**src/rtl/uart_rx_dma.sv**
```systemverilog
// uart_rx_dma: moves received bytes from two UART receivers into
// per-UART ring buffers in data memory. The memory bus is taken only
// when the CPU is idle, and the two UARTs are served round-robin.
module uart_rx_dma #(
  parameter logic [31:0] BASE0 = 32'h0000_0100,
  parameter logic [31:0] BASE1 = 32'h0000_0200,
  parameter int unsigned DEPTH = 16,
  parameter int unsigned PW    = 4
) (
  input  logic          clock,
  input  logic          reset,
  input  logic          memReadCPU,
  input  logic          memWriteCPU,
  input  logic          readyRx0,
  input  logic [7:0]    rxData0,
  input  logic          readyRx1,
  input  logic [7:0]    rxData1,
  input  logic          clr0,
  input  logic          clr1,
  output logic          busGrant,
  output logic          memWriteOut,
  output logic [31:0]   memAddress,
  output logic [7:0]    memData,
  output logic          ackRx0,
  output logic          ackRx1,
  output logic [PW-1:0] wrPtr0,
  output logic [PW-1:0] wrPtr1,
  output logic          wrap0,
  output logic          wrap1
);

  localparam logic [1:0] IDLE  = 2'd0;
  localparam logic [1:0] GRANT = 2'd1;
  localparam logic [1:0] WRITE = 2'd2;

  logic [1:0]    state_q, state_d;
  logic          sel_q, sel_d;
  logic          last_q, last_d;
  logic [31:0]   memAddress_q, memAddress_d;
  logic [7:0]    memData_q, memData_d;
  logic [PW-1:0] wrPtr0_q, wrPtr0_d;
  logic [PW-1:0] wrPtr1_q, wrPtr1_d;
  logic          wrap0_q, wrap0_d;
  logic          wrap1_q, wrap1_d;

  logic bus_free;
  logic pick;

  assign bus_free = !memReadCPU && !memWriteCPU;
  // Single requester wins outright; on a tie, serve the channel not served last.
  assign pick = (readyRx0 && readyRx1) ? ~last_q : readyRx1;

  // Next-state logic: channel selection, latching, pointer advance and clears.
  always_comb begin
    state_d      = state_q;
    sel_d        = sel_q;
    last_d       = last_q;
    memAddress_d = memAddress_q;
    memData_d    = memData_q;
    wrPtr0_d     = wrPtr0_q;
    wrPtr1_d     = wrPtr1_q;
    wrap0_d      = wrap0_q;
    wrap1_d      = wrap1_q;
    case (state_q)
      IDLE: begin
        if (bus_free && (readyRx0 || readyRx1)) begin
          sel_d        = pick;
          memData_d    = pick ? rxData1 : rxData0;
          memAddress_d = pick ? (BASE1 + 32'(wrPtr1_q)) : (BASE0 + 32'(wrPtr0_q));
          state_d      = GRANT;
        end
      end
      GRANT: state_d = WRITE;
      WRITE: begin
        if (sel_q) begin
          wrPtr1_d = wrPtr1_q + PW'(1);
          if (&wrPtr1_q) wrap1_d = 1'b1;
        end else begin
          wrPtr0_d = wrPtr0_q + PW'(1);
          if (&wrPtr0_q) wrap0_d = 1'b1;
        end
        last_d  = sel_q;
        state_d = IDLE;
      end
      default: state_d = IDLE;
    endcase
    // A clear overrides a coincident pointer advance on the same channel.
    if (clr0) begin
      wrPtr0_d = '0;
      wrap0_d  = 1'b0;
    end
    if (clr1) begin
      wrPtr1_d = '0;
      wrap1_d  = 1'b0;
    end
  end

  // State registers with synchronous reset; reset aborts any transfer unacked.
  always_ff @(posedge clock) begin
    if (reset) begin
      state_q      <= IDLE;
      sel_q        <= 1'b0;
      last_q       <= 1'b1;
      memAddress_q <= '0;
      memData_q    <= '0;
      wrPtr0_q     <= '0;
      wrPtr1_q     <= '0;
      wrap0_q      <= 1'b0;
      wrap1_q      <= 1'b0;
    end else begin
      state_q      <= state_d;
      sel_q        <= sel_d;
      last_q       <= last_d;
      memAddress_q <= memAddress_d;
      memData_q    <= memData_d;
      wrPtr0_q     <= wrPtr0_d;
      wrPtr1_q     <= wrPtr1_d;
      wrap0_q      <= wrap0_d;
      wrap1_q      <= wrap1_d;
    end
  end

  assign busGrant    = (state_q == GRANT) || (state_q == WRITE);
  assign memWriteOut = (state_q == WRITE);
  assign ackRx0      = (state_q == WRITE) && !sel_q;
  assign ackRx1      = (state_q == WRITE) && sel_q;
  assign memAddress  = memAddress_q;
  assign memData     = memData_q;
  assign wrPtr0      = wrPtr0_q;
  assign wrPtr1      = wrPtr1_q;
  assign wrap0       = wrap0_q;
  assign wrap1       = wrap1_q;

endmodule

```
**config.mk**
```make
export PLATFORM = sky130hd
export DESIGN_NAME = uart_rx_dma
export DESIGN_NICKNAME = d
export VERILOG_FILES = /design/src/rtl/uart_rx_dma.sv
export SDC_FILE = /design/constraint.sdc
export NUM_CORES = 1
export LEC_CHECK = 0
export CAP_MARGIN = 15
export CORE_ASPECT_RATIO = 0.7
export CORE_UTILIZATION = 45
export CTS_CLUSTER_DIAMETER = 100
export CTS_CLUSTER_SIZE = 12
export DETAILED_ROUTE_END_ITERATION = 10
export DONT_BUFFER_PORTS = 1
export SYNTH_ARGS = -nofsm -noshare
export SYNTH_HDL_FRONTEND = slang
export SYNTH_SLANG_ARGS = --single-unit
```
**constraint.sdc**
```tcl
create_clock -name clock -period 2.1 [get_ports clock]
set_input_delay 0.63 -clock clock [delete_from_list [all_inputs] [get_ports clock]]
set_output_delay 0.63 -clock clock [all_outputs]
set_load 0.02 [all_outputs]
```
==> results by stage, run 1 <==
Outcome:
- The run finished with clean final reports.

Global route:
- The largest net degree at the start of global routing is 28.
- The global-route total usage across every layer is 15.4%.
- The number of global-route vias before repair was just over 900.
- The first global-routing pass estimated 4.20 mm of wire.
- The total grt overflow is 0.
- The number of antenna violations at the first check in global routing is 0.

Logic synthesis:
- The count of synthesis-stage warnings from yosys is 0.
- The netlist uses 28 different library cells.
- After synthesis, the largest area contributor takes up 37.4% of total cell area.
- The library cell with the largest summed area after synthesis is dfxtp_1.
- Synthesis handed over a netlist of 164 instances.
- The mean area per synthesized cell is 8.81 um2.
- Counting flops and latches in the post-synthesis netlist gives 27.
- By area the synthesized netlist is led by dfxtp_1 37%, buf_4 14%, nand2_1 7.5%.
- The post-synthesis instance area is about 1400 um2.
- The share of synthesized area occupied by flip-flops and latches is 37.4%.

Route:
- For this run, the detailed router's first-pass iteration total came to 4.
- The starting DRC count in detailed routing is 43.
- In the final routed layout, each cell accounts on average for 13.1 um.
- The post-detailed-route DRC marker count is 0.
- The routed layout has 1012 vias.
- The detail-routed via count per cell is 5.14.
- Once detail routing completed, the nets flagged for antenna violations numbered 0.
- The wire length reported by the detailed router is 2.59 mm.

STA:
- Timing would allow up to slightly above 500 MHz.
- The final count of hold timing violations is 0.
- Between clock sinks in the finished design, the worst skew comes to 0.00158 ns.
- The total count of max-transition violations in the final report was 0.
- The share of the clock period used by the worst path is a little over nine tenths.
- Setup total negative slack on the finished layout was measured at 0 ns.
- Setup violations remaining at the end of the flow were counted as 0.
- The tightest hold path in the finished design has a slack of around 0.42 ns.
- After layout, the minimum clock period comes to 1.97 ns.
- Setup repair after global routing left no endpoint under its margin.

Finish:
- Relative to the synthesized area, the layout overhead comes to -2.16%.
- The repair_antennas step left the layout with diodes totalling 0.
- For this run, the post-layout net count is 193.
- In the layout the commonest cells are 29 x nand2_1, 27 x dfxtp_1, 26 x conb_1.
- The share of final-layout standard cells stronger than drive strength 1 is 8.70%.
- The number of fill cells is 295.
- The most common library cell in the layout ignoring fill and taps is nand2_1.
- The sequential cells in the finished layout cover a total of approximately 540 um2.
- Summing all multi-input logic gate instances after layout gives around 740 um2.

Critical path:
- In this run the critical register-to-register path is captured at memAddress[1]$_SDFFE_PP0P_.
- Measured in cells, the most critical reg-to-reg path has a length of 6.
- The top fanout value on the critical path is 7.
- The worst path required time is approximately 1.5 ns.
- The startpoint of the most critical setup path is state_q[0]$_SDFFE_PP0P_.
- The worst register-to-register path begins at state_q[0]$_SDFFE_PP0P_.
- The type of the setup path with the least slack is reg2out.
- The arrival time of the worst setup path is 1.34 ns.
- The worst setup path is captured at an output pin.
- The worst setup path is launched from a flop.
- The setup check on the worst reg-to-reg path leaves a slack of 0.50 ns.

Placement:
- The count of buffers added on input and output ports is 0.
- Routability-driven placement finished with a final weighted congestion of 0.725.
- The post-DP HPWL is between 1.5 and 2 mm.

Clock network:
- The cell chosen for the clock root is clkbuf_8.
- The insertion delay to the later sink of the worst-skew pair is roughly 0.26 ns.
- Buffers inserted to repair hold after CTS numbered 0.
- The CTS sink count is 27.
- In this run the post-CTS setup repair buffer count came out at 0.
- The number of resized instances in the post-cts repair step is 0.
- The TritonCTS clock tree is yes.
- The CTS buffer count is 3.
- The largest buffer count on any clock path is 2.
- CTS built an H-tree with a depth of 1.
- Clock-pin slew was measured on the worst setup and hold paths at 0.09 ns.

Die:
- In this run the standard cell core region covers 2920 um2.
- The number of rows in the core area is 16.
- The floorplan step set the die height to 49.4 um.
- The die covers 3450 um2.
- Once the floorplan was initialized, standard cells occupied 49.4% of the core.
- The number of top-level design ports is between 70 and 80.
- The overall die width is 69.7 um.

Pwr:
- The standby leakage power is between 0.5 and 0.6 nW.
- Power spread over the standard cell area amounts to 863 nW/um2.
- IR analysis of the VDD net gives a maximum drop of 385 uV.

Worst hold path:
- In this run the worst hold path is classified as in2reg.
- The worst-case hold path end point is memData[6]$_SDFFE_PP0P_.
- The launch instance of the worst min-delay path is reset.
- Counting instances, the worst hold path has a depth of 1.

Run:
- Max-cap violations in this run came to 0.
==> report_power, final <==
group          switching [W]  internal, W  leakage (nW)  total (W)
clock network       0.000148     0.000133        0.0255   0.000281
registers          0.0000757     0.000561         0.220   0.000636
logic               0.000192     0.000112         0.311   0.000304
==> metrics by stage <==
stage | utilization [%] | worst slack [ns] | power [W] | area (um2) | instances
floorplan | - | 0.279 | 0.000949 | 1540 | 189
global placement | 46.8 | 0.466 | 0.000944 | 1370 | 193
detailed placement | 46.8 | 0.414 | 0.000957 | 1370 | 193
CTS | 48.4 | 0.110 | 0.00124 | 1410 | 197
global route | 48.4 | 0.0317 | 0.00130 | 1410 | 197
finish | 48.4 | 0.128 | 0.00122 | 1410 | 197
==> sequential cells by signal, summed over array words and instances (netlist names) <==
signal	cells
wrPtr1	4
memData	8
state_q	2
wrap0	1
last_q	1
memAddress	6
wrPtr0	4
wrap1	1
==> area by class of cell <==
cell class | instances | share of cell area, %
clock buffers | 3 | 2.92
clock inverters | 1 | 0.354
inverters | 3 | 0.796
multi-input cells | 123 | 52.4
flip-flops and latches | 27 | 38.2
well taps | 36 | 3.19
repair buffers | 4 | 2.12
==> worst max-delay path: stages, from the launching register on <==
cell	delay, ns
dfxtp_1	0.34
inv_1	0.13
ha_1	0.18
and2_1	0.43
==> layer usage <==
metal,GRT usage [%],vias up,wire (um)
li1,-,496,-
met1,18.4,461,1160
met2,26.1,55,1180
met3,7.23,0,253
met4,2.00,0,0
met5,0,-,0
==> how the worst max path moves through the flow <==
stage	end	slack, ns	cells past startpoint
2_1_floorplan	ackRx0	0.28	4
3_3_place_gp	ackRx1	0.47	3
3_5_place_dp	ackRx1	0.41	3
4_1_cts	ackRx1	0.11	3
5_1_grt	ackRx1	0.03	3
6_report	ackRx1	0.13	3
==> synth_stat cells <==
library cell and number:
a211o_1 1, a211oi_1 1, a311oi_1 7, a311oi_2 5, a31oi_1 1, a41oi_1 1
and2_0 1, and2_1 1, and3_1 1, buf_1 1, buf_2 2, buf_4 27
buf_6 1, clkbuf_1 5, conb_1 1, dfxtp_1 27, ha_1 7, inv_1 3
mux2i_1 5, nand2_1 29, nand4_1 1, nor2_1 17, nor2b_1 1, nor3_1 10
nor4b_4 1, o31ai_1 1, xnor2_1 2, xor2_1 4
==> kinds of logic after synthesis <==
group / Yosys count / share of synthesized area, %
DFF: 27 / 37.4
AOI/OAI and AO/OA: 17 / 12.1
adders and majority gates: 7 / 6.06
xor gates and xnor gates: 6 / 3.64
other: 1 / 0.259
buffers and inverters: 39 / 17.8
muxes: 5 / 3.46
and+or+nand+nor: 62 / 19.2
Power figures use the tool's default switching activity.
==> run 2, diff against run 1 <==
--- a/config.mk
+++ b/config.mk
@@ -7,6 +7,7 @@
 export LEC_CHECK = 0
 export CAP_MARGIN = 15
 export CORE_ASPECT_RATIO = 0.7
+export CORE_MARGIN = 5
 export CORE_UTILIZATION = 45
 export CTS_CLUSTER_DIAMETER = 100
 export CTS_CLUSTER_SIZE = 12
==> run 2 against run 1 <==
Effect of this change: flip-flop and latch count stayed put; routed wire length rose by 18%; global-route usage down 2.1 points; worst setup slack improved by 0.0037 ns; clock power is 4% higher; via count increased by 1.6%; largest cell class unchanged; cell count rose by 0.51%; clock skew grew 0.0011 ns; die area is 30% higher; critical path depth grew 1.
==> results by stage, run 2 (same netlist as run 1, synthesis figures left out) <==
Route:
- The starting DRC count in detailed routing is 33 (was 43).
- The post-detailed-route DRC marker count is 0 (unchanged).
- The number of nets with antenna violations after routing is 0 (unchanged).
- The average routed wire per standard cell is 15.4 um (was 13.1 um).
- The detail-routed via count per cell is 5.19 (was 5.14).
- The first-pass iteration count of the detailed router is 4 (unchanged).
- The wire length reported by the detailed router was 3.04 mm (was 2.59 mm).
- The vias after detailed routing was 1028 (was 1012).

Placement:
- The post-DP HPWL is 2.32 mm (was 1.98 mm).
- The number of buffer cells added on primary ports is 0 (unchanged).
- The final weighted congestion in routability-driven placement was 0.683 (was 0.725).
- The instance area after placement is 1360 um2 (was 1370 um2).

Finish:
- The final-stage net count is 192 (was 193).
- The post-route core utilization is 45.1% (was 48.4%).
- The area of all placed cells without fillers is 1410 um2 (about the same).
- The share of final-layout standard cells stronger than drive strength 1 is 8.13% (was 8.70%).
- The most common library cell in the layout ignoring fill and taps was nand2_1 (unchanged).
- Most used cells in the layout excluding fill and tap cells: 29 x nand2_1, 27 x dfxtp_1, 26 x conb_1 (unchanged).
- The area growth from synthesis to final layout is -2.42% (was -2.16%).
- The number of flip-flops under the largest register name is 8 (unchanged).
- The antenna diode count was 0 (unchanged).

Die:
- The core box area is 3130 um2 (was 2920 um2).
- The number of rows in the core area is 17 (was 16).
- The height of the die is 57.4 um (was 49.4 um).
- The overall die width is 77.7 um (was 69.7 um).
- The starting utilization of the core area came to 46.2% (was 49.4%).
- The total die area is 4460 um2 (was 3450 um2).
- The number of top-level design ports is 78 (unchanged).

Outcome:
- Run status: finished, final reports clean (unchanged).

Clock network:
- The CTS buffer count came to 3 (unchanged).
- The CTS sink count was 27 (unchanged).
- The maximum level of the CTS H-tree is 1 (unchanged).
- The hold buffer count at cts came to 0 (unchanged).
- The insertion delay to the later sink of the worst-skew pair came to 0.27 ns (was 0.26 ns).
- The clock-pin slew on the worst setup and hold paths came to 0.09 ns (about the same).
- The TritonCTS clock tree was yes (unchanged).
- The cell chosen for the clock root is clkbuf_8 (unchanged).
- The largest buffer count on any clock path was 2 (unchanged).

Global route:
- The total grt overflow is 0 (unchanged).
- The number of antenna violations at the first check in global routing came to 0 (unchanged).
- The first-pass GRT wire length is 4.70 mm (was 4.20 mm).
- The largest net degree at the start of global routing is 28 (unchanged).
- The number of global-route vias before repair came to 973 (was 912).
- The global-route total usage across every layer is 13.3% (was 15.4%).

Pwr:
- The standby leakage power is 0.546 nW (was 0.556 nW).
- The overall power consumption was 0.00123 W (was 0.00122 W).
- The peak supply drop is 406 uV (was 385 uV).
- The total power divided by cell area was 870 nW/um2 (was 863 nW/um2).

Critical path:
- The top fanout value on the critical path came to 6 (was 7).
- The worst path required time was 1.47 ns (about the same).
- The worst reg-to-reg path cell count is 6 (unchanged).
- The reg2reg setup slack is 0.46 ns (was 0.50 ns).
- The startpoint kind of the worst setup timing path is a flop (unchanged).
- The type of the setup path with the least slack is reg2out (unchanged).
- The arrival time of the worst setup path is 1.34 ns (about the same).
- The endpoint class of the critical path is an output pin (unchanged).

Run:
- The number of max-cap violations came to 0 (unchanged).

STA:
- The maximum frequency from static timing analysis is 508 MHz (was 507 MHz).
- The total count of max-transition violations in the final report is 0 (unchanged).
- The setup total negative slack came to 0 ns (unchanged).
- The post-layout minimum cycle time was 1.97 ns (about the same).
- RSZ-0062 raised after global routing: false (unchanged).
- The share of the clock period used by the worst path is 93.7% (was 93.9%).
- The minimum hold slack is 0.417 ns (was 0.425 ns).
- The worst clock skew on the final layout is 0.00265 ns (was 0.00158 ns).
- The number of setup violations in the final report is 0 (unchanged).
- The final count of hold timing violations came to 0 (unchanged).

Worst hold path:
- The class of the worst hold path is in2reg (unchanged).
- The worst hold path depth is 1 (unchanged).
==> run 2: cell types whose count changed in the layout (fill, tap and decap cells not counted), sizes merged <==
cell    before  now
buf          4    3
clkbuf       3    4
clkinv       1    0
==> run 2: area by class of cell <==
| class | count | area (um2) |
|---|---|---|
| Multi-Input combinational cell | 123 | 743 |
| Timing Repair Buffer | 3 | 22.5 |
| Inverter | 3 | 11.3 |
| Tap cell | 38 | 47.5 |
| Clock buffer | 4 | 45.0 |
| Sequential cell | 27 | 541 |
| Fill cell | 311 | 1720 |
==> run 2: path summary, 6_finish.rpt <==
kind	from	endpoint
worst max-delay path	state_q[0]$_SDFFE_PP0P_	ackRx0
worst min-delay path	reset	memData[5]$_SDFFE_PP0P_
worst max register to register	state_q[0]$_SDFFE_PP0P_	memData[1]$_SDFFE_PP0P_
worst min register to register	last_q$_SDFFE_PP1N_	last_q$_SDFFE_PP1N_
==> run 2: timing repair <==
action | in CTS | in global routing
buffers inserted | 0 | 0
hold endpoints to repair | 0 | 0
setup endpoints to repair | 0 | 1
resized for setup | 0 | 1
==> run 2: stage by stage <==
stage | cells | setup WS (ns)
6_report | 198 | 0.132
5_1_grt | 198 | 0.0283
4_1_cts | 198 | 0.0593
3_5_place_dp | 194 | 0.372
3_3_place_gp | 194 | 0.412
2_1_floorplan | 189 | 0.279
==> run 2: per-layer routing <==
metal / routed length, um / vias up / global-route usage, %
met4: 40 / 0 / 4.41
met1: 1190 / 482 / 14.5
met5: 0 / - / 0
met2: 1470 / 49 / 22.8
li1: - / 493 / -
met3: 347 / 4 / 6.15
==> run 2: power by group <==
part	internal [W]	switching, W
Clock	0.000136	0.000155
Sequential	0.000561	0.0000765
Combinational	0.000109	0.000190
==> run 2: worst max-delay path, stage by stage (launching register included) <==
cell	delay (ns)
dfxtp_1	0.33
inv_1	0.14
ha_2	0.26
nor2b_1	0.15
buf_4	0.19
==> run 3, diff against run 2 <==
--- a/config.mk
+++ b/config.mk
@@ -5,6 +5,7 @@
 export SDC_FILE = /design/constraint.sdc
 export NUM_CORES = 1
 export LEC_CHECK = 0
+export ABC_CLOCK_PERIOD_IN_PS = 2100
 export CAP_MARGIN = 15
 export CORE_ASPECT_RATIO = 0.7
 export CORE_MARGIN = 5
@@ -13,6 +14,7 @@
 export CTS_CLUSTER_SIZE = 12
 export DETAILED_ROUTE_END_ITERATION = 10
 export DONT_BUFFER_PORTS = 1
+export MAX_ROUTING_LAYER = met4
 export SYNTH_ARGS = -nofsm -noshare
 export SYNTH_HDL_FRONTEND = slang
 export SYNTH_SLANG_ARGS = --single-unit
==> run 3 against run 2 <==
Effect of this change: sequential power hardly changed; utilization unchanged; final area unchanged; register-to-register slack about the same; clock power hardly changed; clock skew about the same; first-iteration DRC count unchanged; combinational power is essentially flat; non-clock buffer count unchanged; critical path type unchanged; critical endpoint unchanged; highest routed layer unchanged.
==> results by stage, run 3 (same netlist as run 1, synthesis figures left out) <==
Route:
- The average routed wire per standard cell was 15.4 um (unchanged).
- The wire length on met1 came to 1.19 mm (unchanged).
- The number of nets with antenna violations after routing is 0 (unchanged).
- The detail-routed via count per cell was 5.20 (was 5.19).
- The starting DRC count in detailed routing is 33 (unchanged).
- The wire length reported by the detailed router is 3.04 mm (unchanged).
- The wire length on met3 is 347 um (unchanged).
- The vias after detailed routing is 1030 (was 1028).
- The first-pass iteration count of the detailed router is 4 (unchanged).
- The uppermost metal layer occupied by signal nets is met4 (unchanged).
- The post-detailed-route DRC marker count came to 0 (unchanged).
- The wire length on met2 came to 1.47 mm (about the same).

Critical path:
- The maximum cell stage delay along the critical path is 0.33 ns (about the same).
- The worst path required time is 1.47 ns (about the same).
- Cell Chain, Critical Path: inv_1 -> ha_2 -> nor2b_1 -> buf_4 (unchanged).
- The buffer and inverter count on the worst path is 2 (unchanged).
- The source of the worst register-to-register timing path is state_q[0]$_SDFFE_PP0P_ (unchanged).
- The total number of cells along the worst setup path is 4 (unchanged).
- The master of the slowest instance on the critical path was dfxtp_1 (unchanged).
- The startpoint kind of the worst setup timing path was a flop (unchanged).
- The endpoint of the most critical register-to-register path is memData[1]$_SDFFE_PP0P_ (unchanged).
- The arrival time of the worst setup path is 1.34 ns (about the same).
- The capturing element of the worst setup path is ackRx0 (unchanged).
- The type of the setup path with the least slack is reg2out (unchanged).
- The worst reg-to-reg path cell count is 6 (unchanged).
- The kind of cell with the highest combined delay on the critical path is flip-flops (unchanged).
- The reg2reg setup slack is 0.46 ns (about the same).
- The top fanout value on the critical path is 6 (unchanged).
- The endpoint class of the critical path is an output pin (unchanged).
- The startpoint of the most critical setup path is state_q[0]$_SDFFE_PP0P_ (unchanged).

Clock network:
- The maximum level of the CTS H-tree came to 1 (unchanged).
- The TritonCTS clock tree was yes (unchanged).
- The largest buffer count on any clock path is 2 (unchanged).
- The clock-pin slew on the worst setup and hold paths is 0.09 ns (about the same).
- The insertion delay to the later sink of the worst-skew pair is 0.27 ns (about the same).
- The cell chosen for the clock root was clkbuf_8 (unchanged).
- The CTS sink count is 27 (unchanged).
- The total setup buffers inserted after CTS was 0 (unchanged).
- The CTS buffer count is 3 (unchanged).

Finish:
- The non-filler instance count after layout is 198 (unchanged).
- The final-stage net count is 192 (unchanged).
- Most used cells in the layout excluding fill and tap cells: 29 x nand2_1, 27 x dfxtp_1, 26 x conb_1 (unchanged).
- The antenna diode count is 0 (unchanged).
- The area growth from synthesis to final layout is -2.42% (unchanged).
- The share of final-layout standard cells stronger than drive strength 1 was 8.13% (unchanged).
- The number of flip-flops under the largest register name came to 8 (unchanged).
- The post-route core utilization came to 45.1% (unchanged).
- The most common library cell in the layout ignoring fill and taps is nand2_1 (unchanged).

Placement:
- The number of placed instances, taps included is 194 (unchanged).
- The post-DP HPWL was 2.32 mm (unchanged).
- The final weighted congestion in routability-driven placement was 0.690 (was 0.683).
- The number of buffer cells added on primary ports is 0 (unchanged).

Die:
- The overall die width is 77.7 um (unchanged).
- The number of top-level design ports is 78 (unchanged).
- The height of the die came to 57.4 um (unchanged).
- The number of rows in the core area was 17 (unchanged).
- The total die area is 4460 um2 (unchanged).
- The core box area is 3130 um2 (unchanged).
- The starting utilization of the core area is 46.2% (unchanged).

Outcome:
- Run status: finished, final reports clean (unchanged).

STA:
- The maximum frequency from static timing analysis is 508 MHz (about the same).
- The final count of hold timing violations was 0 (unchanged).
- RSZ-0062 raised after global routing: false (unchanged).
- The worst clock skew on the final layout is 0.00265 ns (about the same).
- The post-layout minimum cycle time is 1.97 ns (about the same).
- The setup total negative slack is 0 ns (unchanged).
- The number of setup violations in the final report is 0 (unchanged).
- The share of the clock period used by the worst path is 93.7% (about the same).
- The total count of max-transition violations in the final report is 0 (unchanged).

Worst hold path:
- The launch instance of the worst min-delay path is reset (unchanged).
- The class of the worst hold path is in2reg (unchanged).

Global route:
- The first-pass GRT wire length was 4.69 mm (was 4.70 mm).
- The number of antenna violations at the first check in global routing is 0 (unchanged).
- The largest net degree at the start of global routing is 28 (unchanged).
- The global-route total usage across every layer is 13.7% (was 13.3%).
- The number of global-route vias before repair is 974 (was 973).
- The total grt overflow is 0 (unchanged).

Run:
- The number of max-cap violations is 0 (unchanged).

Pwr:
- The standby leakage power is 0.546 nW (unchanged).
- The total power divided by cell area is 870 nW/um2 (about the same).
- The peak supply drop was 406 uV (about the same).
## run 3: cell counts in the layout (fill, tap and decap cells not counted)
Identical to the previous run, type by type.
## run 3: how the worst min path moves through the flow
stage	slack, ns	depth (start not counted)	endpoint
2_1_floorplan	0.44	1	last_q$_SDFFE_PP1N_
3_3_place_gp	0.46	1	last_q$_SDFFE_PP1N_
3_5_place_dp	0.48	1	last_q$_SDFFE_PP1N_
4_1_cts	0.40	1	memData[4]$_SDFFE_PP0P_
5_1_grt	0.39	1	memData[2]$_SDFFE_PP0P_
6_report	0.42	1	memData[5]$_SDFFE_PP0P_
## run 3: report_power, final
part	leakage, nW	switching (W)	internal [W]
logic	0.304	0.000190	0.000109
clock network	0.0228	0.000155	0.000136
registers	0.220	0.0000765	0.000561
total	0.546	0.000421	0.000805
## run 3: per-layer routing
metal  vias up  GRT usage, %
met5         -             -
met2        49          22.8
met1       482          14.5
li1        493             -
met4         0          4.41
met3         6          6.15
## run 3: area by class of cell
class	instances	area (um2)
well taps	38	47.5
inverters	3	11.3
flip-flops and latches	27	541
repair buffers	3	22.5
clock buffers	4	45.0
multi-input cells	123	743
fillers	311	1720
## run 3: per-stage QoR
stage	power (W)	instance area [um2]	hold slack, ns	setup WS, ns
finish	0.00123	1410	0.417	0.131
global route	0.00131	1410	0.392	0.0283
CTS	0.00125	1410	0.400	0.0593
detailed placement	0.000950	1360	0.483	0.372
global placement	0.000936	1360	0.464	0.412
floorplan	0.000949	1540	0.436	0.279
## run 3: timing repair
| item | 4_1_cts | 5_1_grt |
|---|---|---|
| resized for setup | 0 | 1 |
| setup endpoints to repair | 0 | 1 |
| hold buffers | 0 | 0 |
| endpoints found under the hold margin | 0 | 0 |
